<file path="config.mk">
export PLATFORM = sky130hd
export DESIGN_NAME = feed_deframer
export DESIGN_NICKNAME = d
export VERILOG_FILES = /design/src/rtl/feed_pkg.sv /design/src/rtl/feed_idle_timer.sv /design/src/rtl/feed_deframer.sv
export SDC_FILE = /design/constraint.sdc
export NUM_CORES = 1
export LEC_CHECK = 0
export ABC_AREA = 1
export CORE_ASPECT_RATIO = 0.8
export CORE_MARGIN = 2
export CORE_UTILIZATION = 34
export DETAILED_ROUTE_END_ITERATION = 6
export PLACE_DENSITY = 0.66
export SLEW_MARGIN = 40
export SYNTH_ARGS = -nofsm -noshare
export SYNTH_HDL_FRONTEND = slang
export SYNTH_HIERARCHICAL = 1
export SYNTH_SLANG_ARGS = --single-unit
</file>
<file path="constraint.sdc">
create_clock -name clk -period 3 [get_ports clk]
set_clock_uncertainty 0.05 [all_clocks]
set_input_delay 0.6 -clock clk [delete_from_list [all_inputs] [get_ports clk]]
set_output_delay 0.6 -clock clk [all_outputs]
set_load 0.01 [all_outputs]
</file>
<file path="src/rtl/feed_pkg.sv">
// Shared definitions for the market-data feed path: deframer state encoding,
// frame geometry, default marker/type bytes and field widths reused by the
// downstream feed handler.
package feed_pkg;

    typedef enum logic [1:0] {
        HUNT  = 2'd0,
        BODY  = 2'd1,
        CHECK = 2'd2
    } state_t;

    localparam int FRAME_LEN_CHK   = 9;
    localparam int FRAME_LEN_NOCHK = 8;

    localparam int TS_W   = 16;
    localparam int DATA_W = 32;

    localparam logic [7:0] DEF_SYNC_BYTE = 8'hA5;
    localparam logic [7:0] DEF_MSG_TYPE  = 8'h01;

    // Byte index of D0, the last byte captured while in BODY.
    localparam logic [2:0] LAST_BODY_IDX = 3'd7;

    // Saturating increment for 16-bit event counters.
    function automatic logic [15:0] sat_inc16(input logic [15:0] value);
        logic [15:0] result;
        if (value == 16'hFFFF) begin
            result = value;
        end else begin
            result = value + 16'd1;
        end
        return result;
    endfunction

endpackage

</file>
<file path="src/rtl/feed_idle_timer.sv">
// Inter-byte idle timer for the deframer. Counts cycles without a valid byte
// while enabled and flags expiry on the cycle the count would reach TIMEOUT.
// A clear in that same cycle (a byte arriving) suppresses the expiry.
module feed_idle_timer #(
    parameter int TIMEOUT = 16
) (
    input  logic clk,
    input  logic reset,
    input  logic clear,
    input  logic enable,
    output logic expired
);

    localparam int CW = $clog2(TIMEOUT + 1);
    localparam logic [CW-1:0] LAST_COUNT = CW'(TIMEOUT - 1);

    logic [CW-1:0] count_r;
    logic          expired_s;

    // Expiry is decided combinationally so the FSM reacts on the same edge.
    always_comb begin
        if (enable && !clear && (count_r == LAST_COUNT)) begin
            expired_s = 1'b1;
        end else begin
            expired_s = 1'b0;
        end
    end

    assign expired = expired_s;

    // Idle counter: cleared by bytes, by being disabled, or on expiry.
    always_ff @(posedge clk) begin
        if (!reset) begin
            count_r <= {CW{1'b0}};
        end else if (clear || !enable || expired_s) begin
            count_r <= {CW{1'b0}};
        end else begin
            count_r <= count_r + {{(CW-1){1'b0}}, 1'b1};
        end
    end

endmodule

</file>
<file path="src/rtl/feed_deframer.sv">
// Byte-stream deframer feeding the timestamp-filtering feed handler.
// Frame: SYNC, TYPE, TS_HI, TS_LO, D3, D2, D1, D0 [, CHK].
// Build option: define FEED_DEFRAMER_CHKSUM_EN to append and check the XOR
// checksum byte (9-byte frames); otherwise frames are 8 bytes and only the
// idle timeout reports errors.
module feed_deframer
    import feed_pkg::*;
#(
    parameter logic [7:0] SYNC_BYTE = DEF_SYNC_BYTE,
    parameter logic [7:0] MSG_TYPE  = DEF_MSG_TYPE,
    parameter int         TIMEOUT   = 16
) (
    input  logic              clk,
    input  logic              reset,
    input  logic              s_valid,
    input  logic [7:0]        s_byte,
    output logic              out_valid,
    output logic [DATA_W-1:0] out_data,
    output logic [TS_W-1:0]   out_ts,
    output logic              err_pulse,
    output logic [15:0]       err_count
);

    state_t            state_r;
    logic [2:0]        idx_r;
    logic [7:0]        type_r;
    logic [TS_W-1:0]   ts_sh_r;
    logic [DATA_W-1:0] data_sh_r;
`ifdef FEED_DEFRAMER_CHKSUM_EN
    logic [7:0]        xor_r;
`endif

    logic              out_valid_r;
    logic [DATA_W-1:0] out_data_r;
    logic [TS_W-1:0]   out_ts_r;
    logic              err_pulse_r;
    logic [15:0]       err_count_r;

    logic              in_frame_s;
    logic              timer_expired_s;

    // The timer only runs while a frame is being assembled.
    always_comb begin
        if (state_r == HUNT) begin
            in_frame_s = 1'b0;
        end else begin
            in_frame_s = 1'b1;
        end
    end

    feed_idle_timer #(
        .TIMEOUT (TIMEOUT)
    ) u_idle_timer (
        .clk     (clk),
        .reset   (reset),
        .clear   (s_valid),
        .enable  (in_frame_s),
        .expired (timer_expired_s)
    );

    // Framing FSM: hunt for sync, capture body bytes, evaluate, emit pulses.
    always_ff @(posedge clk) begin
        if (!reset) begin
            state_r     <= HUNT;
            idx_r       <= 3'd0;
            type_r      <= 8'h00;
            ts_sh_r     <= {TS_W{1'b0}};
            data_sh_r   <= {DATA_W{1'b0}};
`ifdef FEED_DEFRAMER_CHKSUM_EN
            xor_r       <= 8'h00;
`endif
            out_valid_r <= 1'b0;
            out_data_r  <= {DATA_W{1'b0}};
            out_ts_r    <= {TS_W{1'b0}};
            err_pulse_r <= 1'b0;
            err_count_r <= 16'h0000;
        end else begin
            out_valid_r <= 1'b0;
            err_pulse_r <= 1'b0;
            case (state_r)
                HUNT: begin
                    if (s_valid && (s_byte == SYNC_BYTE)) begin
                        state_r <= BODY;
                        idx_r   <= 3'd1;
`ifdef FEED_DEFRAMER_CHKSUM_EN
                        xor_r   <= 8'h00;
`endif
                    end
                end

                BODY: begin
                    if (s_valid) begin
`ifdef FEED_DEFRAMER_CHKSUM_EN
                        xor_r <= xor_r ^ s_byte;
`endif
                        case (idx_r)
                            3'd1:    type_r    <= s_byte;
                            3'd2,
                            3'd3:    ts_sh_r   <= {ts_sh_r[TS_W-9:0], s_byte};
                            default: data_sh_r <= {data_sh_r[DATA_W-9:0], s_byte};
                        endcase
                        if (idx_r == LAST_BODY_IDX) begin
`ifdef FEED_DEFRAMER_CHKSUM_EN
                            state_r <= CHECK;
`else
                            // No checksum: the frame is judged on D0 itself.
                            state_r <= HUNT;
                            if (type_r == MSG_TYPE) begin
                                out_valid_r <= 1'b1;
                                out_data_r  <= {data_sh_r[DATA_W-9:0], s_byte};
                                out_ts_r    <= ts_sh_r;
                            end
`endif
                        end else begin
                            idx_r <= idx_r + 3'd1;
                        end
                    end else if (timer_expired_s) begin
                        state_r     <= HUNT;
                        err_pulse_r <= 1'b1;
                        err_count_r <= sat_inc16(err_count_r);
                    end
                end

                CHECK: begin
`ifdef FEED_DEFRAMER_CHKSUM_EN
                    if (s_valid) begin
                        state_r <= HUNT;
                        if (s_byte != xor_r) begin
                            err_pulse_r <= 1'b1;
                            err_count_r <= sat_inc16(err_count_r);
                        end else if (type_r == MSG_TYPE) begin
                            out_valid_r <= 1'b1;
                            out_data_r  <= data_sh_r;
                            out_ts_r    <= ts_sh_r;
                        end
                    end else if (timer_expired_s) begin
                        state_r     <= HUNT;
                        err_pulse_r <= 1'b1;
                        err_count_r <= sat_inc16(err_count_r);
                    end
`else
                    // Unreachable without the checksum byte; recover to hunt.
                    state_r <= HUNT;
`endif
                end

                default: begin
                    state_r <= HUNT;
                end
            endcase
        end
    end

    assign out_valid = out_valid_r;
    assign out_data  = out_data_r;
    assign out_ts    = out_ts_r;
    assign err_pulse = err_pulse_r;
    assign err_count = err_count_r;

endmodule

</file>
* Word level (Yosys, flattened, before mapping)
Cells that the tools add are included.
** Storage, ports and cells
- Flip-flop bits (word level) :: 124
- Word-level logic and storage cells :: 66
** Operators by class
- Add/subtract/negate cells :: 3
- Eq/ne operators :: 14
- Multiplexer cells :: 13
- Bitwise operators :: 5
- Reductions and logical operators :: 20
** Operator list (number)
- adder 16 x 1 -> 16 bit (second input constant) :: 1
- == test 16 bit (second input constant) :: 1
- AND reduction 4 bit :: 4
- AND reduction 3 bit :: 4
- two-way mux 3 bit :: 3
- == test 8 x 1 -> 1 bit (second input constant) :: 1
- == test 8 bit (second input constant) :: 1
- two-way mux 2 bit :: 4
- == test 3 x 2 -> 1 bit (second input constant) :: 2
- one-hot mux 3 bit (2 select lines) :: 1
- OR reduction 3 bit :: 2
- adder 5 x 1 -> 5 bit (second input constant) :: 1
- == test 5 x 4 -> 1 bit (second input constant) :: 1
- inverter 1 bit :: 5
- two-way mux 1 bit :: 4
- inequality test 2 bit (second input constant) :: 2
- one-hot mux 2 bit (2 select lines) :: 1
- OR reduction 2 bit :: 2
- adder 3 x 1 -> 3 bit (second input constant) :: 1
- == test 3 x 1 -> 1 bit (second input constant) :: 1
- == test 3 bit (second input constant) :: 1
- logical AND 1 bit :: 3
- inequality test 3 x 2 -> 1 bit (second input constant) :: 1
- inequality test 3 bit (second input constant) :: 1
- 6 further kinds :: 7

* Logic depth before layout (Yosys ltp)
- Depth in word-level cells :: 8
- Depth in mapped cells :: 14

* Cells and area by module
Netlist, hierarchy kept.
** Modules (own cells, without submodules)
- feed_deframer :: times used 1, cells each 704, area each 4979.8 um^2, seq. area each 2362.3 um^2
- feed_idle_timer :: times used 1, cells each 29, area each 234.0 um^2, seq. area each 100.1 um^2

* Worst setup path before layout
OpenSTA, ideal clock, no wires.
- Kind :: flip-flop to flip-flop
- Start point :: register u_idle_timer.count_r[0]
- End point :: register err_count_r[11] (netlist: err_count[11])
- Setup time :: 0.115 ns
- Arrival :: 1.704 ns
- Data required time :: 2.835 ns
- Path slack :: 1.131 ns
- Cell stages (with the launch flop) :: 15
- Path buffers :: 1
- Path through :: dfxtp_1 > ha_1 > nand2_1 > nor2_1 > ha_1 > inv_1 > nor2_1 > nand3_1 > inv_1 > o21ai_2 > nand2_4 > buf_6 > nand3_2 > nand2_1 > nor2_1
** Between the ends
- Longest elaborated chain between the ends :: 4
** Ends and longest elaborated chain
- from (decl) :: RTL line feed_idle_timer.sv:17 : logic [CW-1:0] count_r;
- from (signal assigned) :: RTL line feed_idle_timer.sv:34 : count_r <= {CW{1'b0}};
- from (signal assigned) :: RTL line feed_idle_timer.sv:36 : count_r <= {CW{1'b0}};
- from (signal assigned) :: RTL line feed_idle_timer.sv:38 : count_r <= count_r + {{(CW-1){1'b0}}, 1'b1};
- == test 5 x 4 -> 1 bit :: RTL line feed_idle_timer.sv:22 : if (enable && !clear && (count_r == LAST_COUNT)) begin
- logical AND 1 bit :: RTL line feed_idle_timer.sv:22
- two-way mux 1 bit :: RTL line feed_idle_timer.sv:22
- named net timer_expired_s :: RTL line feed_deframer.sv:40 : logic timer_expired_s;
- AND reduction 4 bit (no line)
- to (signal assigned) :: RTL line feed_deframer.sv:120 : err_count_r <= sat_inc16(err_count_r);
- to (decl) :: RTL line feed_deframer.sv:37 : logic [15:0] err_count_r;
The timed path passes the listed nets, and every way through them passes these cells.
A chain may end at the register's enable or synchronous reset.

* Worst setup path in the final report
- Start point :: register u_idle_timer.count_r[0]
- End point :: register err_count_r[2] (netlist: err_count[2])
The elaborated chain is that of the path after synthesis.

==> results summary <==
Setup repair after global routing left no endpoint under its margin. Setup violations remaining at the end of the flow were counted as 0. Fill cells in the final layout number between 1,500 and 2,000.

After clock tree synthesis, the clock-pin slew on the worst setup and hold paths is around 0.050 ns. The wire length of the first global-routing pass came out at about 19 mm. The peak supply drop is around 0.00034 V.

The per-cell routed wire length came out at around 11 µm. The maximum number of pins on one net before global-route repair came out at 55. Summed over all nets, the switching power comes to about 0.75 mW. The distinct cell type count of the synthesized netlist came out at 30.

The tree built by TritonCTS fans out to about 120 sinks. Excluding fillers, the count of instances in the completed layout stands at between 1,000 and 1,500. The path class of the tightest hold or removal check is flop to flop. The share of the cycle needed by the critical path after routing came out at 72.53%. Counting every net in the synthesized netlist gives between 700 and 800. The leakage power summed over all cells came out at 2.716 nW.

TritonCTS built the clock tree. At the end of routability-driven placement, the weighted congestion stood at between 0.8 and 0.9. Buffers added to address setup during post-CTS repair amount to 0.

In this run the worst setup path begins at u_idle_timer/count_r[0]. The number of nets in the final layout came out at 820. The core outline area is between 15,000 and 20,000 µm². The worst-case setup margin in the final layout came out at roughly 0.8 ns. The average cell area after synthesis is 7.113 µm². The setup TNS after final layout came out at 0 ns. The number of antenna violations at the first check in global routing is 0. In this run the cell area measured after placement is slightly above 6000 µm². The cell count after placement came out at 973.

The portion of the post-synthesis area used by sequential elements is between 40 and 50%. At the pin with the least slew margin, the transition time is roughly 0.50 ns. The post-route minimum period came out at around 2.2 ns.

The number of global-route vias before repair is slightly below 4,000. The area added between synthesis and finish is 27.55%. The number of design-rule violations left by the first detailed-router iteration came out at roughly 230.

The sequential cells in the finished layout cover a total of ~2500 µm². The HPWL after detailed placement came out at roughly 7.5 mm. STA classifies the critical path endpoint as a flop. The count of mapped cells out of synthesis is around 730.

From left edge to right edge, the die measures approximately 140 µm. The number of CTS-inserted buffers is 17. The top cell types in the final layout, fill and taps aside, are inv_1 (148), nor2_1 (123), dfxtp_1 (123). The power per cell area came out at around 540 nW/µm². The source-to-sink clock delay at the later pin of the worst-skew pair is between 0.4 and 0.5 ns.

The number of placed I/O pins is 77. The number of synthesized register bits came out at ~120. Timing analysis after detailed placement gives a worst setup slack of between 0.4 and 0.5 ns.

In this run the most critical hold path is launched from data_sh_r[19]. The tree is rooted in a clkbuf_16. The total die area is 16,350 µm².

The sequential share of power came out at a little under half. The worst pin sits at a relative slew slack of approximately two thirds. The total standard cell area after synthesis came out at 5214 µm². The number of H-tree branching levels came out at 4.

The critical path startpoint category is a flop. Setup slack on the worst reg-to-reg path comes out at around 0.82 ns. The number of nets with antenna violations after routing is 0.

The die is between 100 and 150 µm tall. In this run, post-CTS repair resized a total of 0 instances. The effective utilization at floorplan came out at a little over a third. The number of violations of the max-capacitance limit came out at 0. Hold timing on the final database bottoms out at a slack of 0.3928 ns. The hold buffer count at CTS is 0. The maximum frequency from static timing analysis came out at roughly 460 MHz. The clock network is responsible for around 52% of the overall power. The startpoint identified for the worst register-to-register timing path is u_idle_timer/count_r[0]. In the routed design, unresolved DRC markers number 0. The run finished with clean final reports. The number of cell rows came out at 40.

The count of buffers from port buffering is 76. The detailed-route vias per instance came out at 4.382. The total area of multi-input combinational cells came out at between 2000 and 2500 µm².

The share of final-layout standard cells stronger than drive strength 1 is between 7 and 8%. The switching power as a share of total power came out at between 20% and 30%. The number of warning messages in the yosys log came out at 6. The critical path in this run is classified as flop to flop.

The number of buffers on the longest clock path is 2. The cell-internal power came out at around 2.8 mW. The required time of the critical path is between 3 and 4 ns. The global-route total usage across every layer came out at between 10% and 20%. After routing the design area is 6650 µm². Combinational logic burns under 10% of the power. The largest driver fanout on the critical path came out at 23. Counting instances, the worst hold path has a depth of 2. The cell depth of the worst flop-to-flop path is 13. The arrival time at the worst endpoint is 2.43 ns. The max-slew violation count was 0. Leaving out fill and tap cells, the most frequent cell in the layout is inv_1. The total congestion overflow after global routing is 0. The final count of hold timing violations was 0.

The number of optimization iterations in the first detailed-route pass came out at 6. The routed layout has around 4,400 vias. Wires add up to between 10 and 15 mm.

The number of antenna cells inserted came out at 0.
==> synth_stat cells <==
| master | n | area share (%) |
|---|---|---|
| a21oi_1 | 44 | 4.2 |
| buf_1 | 1 | 0.072 |
| buf_2 | 4 | 0.38 |
| buf_4 | 1 | 0.14 |
| buf_6 | 6 | 1.3 |
| clkbuf_1 | 19 | 1.4 |
| clkinv_1 | 1 | 0.072 |
| dfxtp_1 | 123 | 47 |
| ha_1 | 6 | 1.4 |
| inv_1 | 148 | 11 |
| inv_2 | 1 | 0.072 |
| nand2_1 | 98 | 7.1 |
| nand2_2 | 5 | 0.60 |
| nand2_4 | 1 | 0.22 |
| nand3_1 | 21 | 2.0 |
| nand3_2 | 6 | 1.2 |
| nand4_1 | 6 | 0.72 |
| nor2_1 | 123 | 8.9 |
| nor2_2 | 5 | 0.60 |
| nor2_4 | 3 | 0.65 |
| nor3_1 | 4 | 0.38 |
| nor3_2 | 1 | 0.19 |
| nor3b_1 | 2 | 0.29 |
| o21ai_0 | 97 | 9.3 |
| o21ai_2 | 1 | 0.17 |
| o21bai_1 | 1 | 0.14 |
| or2_1 | 2 | 0.24 |
| or2_2 | 1 | 0.12 |
| xnor2_1 | 1 | 0.17 |
| xor2_1 | 1 | 0.17 |
==> metrics by stage <==
| stage | total power [mW] | utilization [%] |
|---|---|---|
| after global placement | 1.752 | 40.67 |
| after detailed placement | 1.752 | 40.67 |
| after CTS | 3.638 | 44.29 |
| after floorplan | 1.716 | - |
| after global routing | 3.722 | 44.29 |
| final | 3.599 | 44.29 |
==> state kept, by name (all words and copies together) (netlist names) <==
| signal | cells |
|---|---|
| idx_r | 3 |
| err_count | 16 |
| data_sh_r | 24 |
| out_data | 32 |
| err_pulse | 1 |
| out_valid | 1 |
| type_r | 8 |
| state_r | 1 |
| out_ts | 16 |
| ts_sh_r | 16 |
| u_idle_timer/count_r | 5 |
==> per-layer routing <==
metal	share of wire [%]	vias to the layer above	track usage (%)
met3	3.6	13	3.957
met5	0	-	0
met1	53	1942	20.43
li1	-	2381	-
met2	42	59	21.06
met4	1.6	0	6.007
==> layout make-up <==
| class | count | share of cell area [%] |
|---|---|---|
| multi-input cells | 429 | 30.35 |
| clock buffers | 22 | 7.131 |
| flip-flops and latches | 123 | 37.03 |
| well taps | 189 | 3.556 |
| inverters | 150 | 8.467 |
| repair buffers | 82 | 12.42 |
| clock inverters | 8 | 1.054 |
==> cell families (layout without fill, tap and decap cells) <==
kind of cell	after synthesis	in the layout	synth area share (%)
AOI/OAI and AO/OA	143	143	13.85
xor gates and xnor gates	2	2	0.3360
adders and majority gates	6	6	1.440
buffers and inverters	181	262	14.06
DFF	123	123	47.23
and+or+nand+nor	278	278	23.09
==> critical path, cell delays in order, from the launching register on <==
cell     delay, ns
dfxtp_1       0.36
ha_1          0.19
nand2_1       0.06
nor2_1        0.09
ha_1          0.14
inv_1         0.05
nor2_1        0.18
nand3_1       0.17
inv_1         0.14
o21ai_2       0.14
nand2_4       0.27
nand3_1       0.12
nand2_1       0.07
nor2_1        0.04
==> power by group through the flow <==
stage	combinational [mW]	sequential [mW]	clock, mW
floorplan	0.0455	1.67	0
global placement	0.0812	1.67	0
detailed placement	0.0817	1.67	0
CTS	0.0817	1.64	1.92
global route	0.0916	1.63	2.00
finish	0.0811	1.64	1.88
==> path summary, 6_finish.rpt <==
path / to
max: err_count[2]
max reg2reg: err_count[2]
min: data_sh_r[19]
min reg2reg: data_sh_r[19]
(Power assumes the default switching activity.)
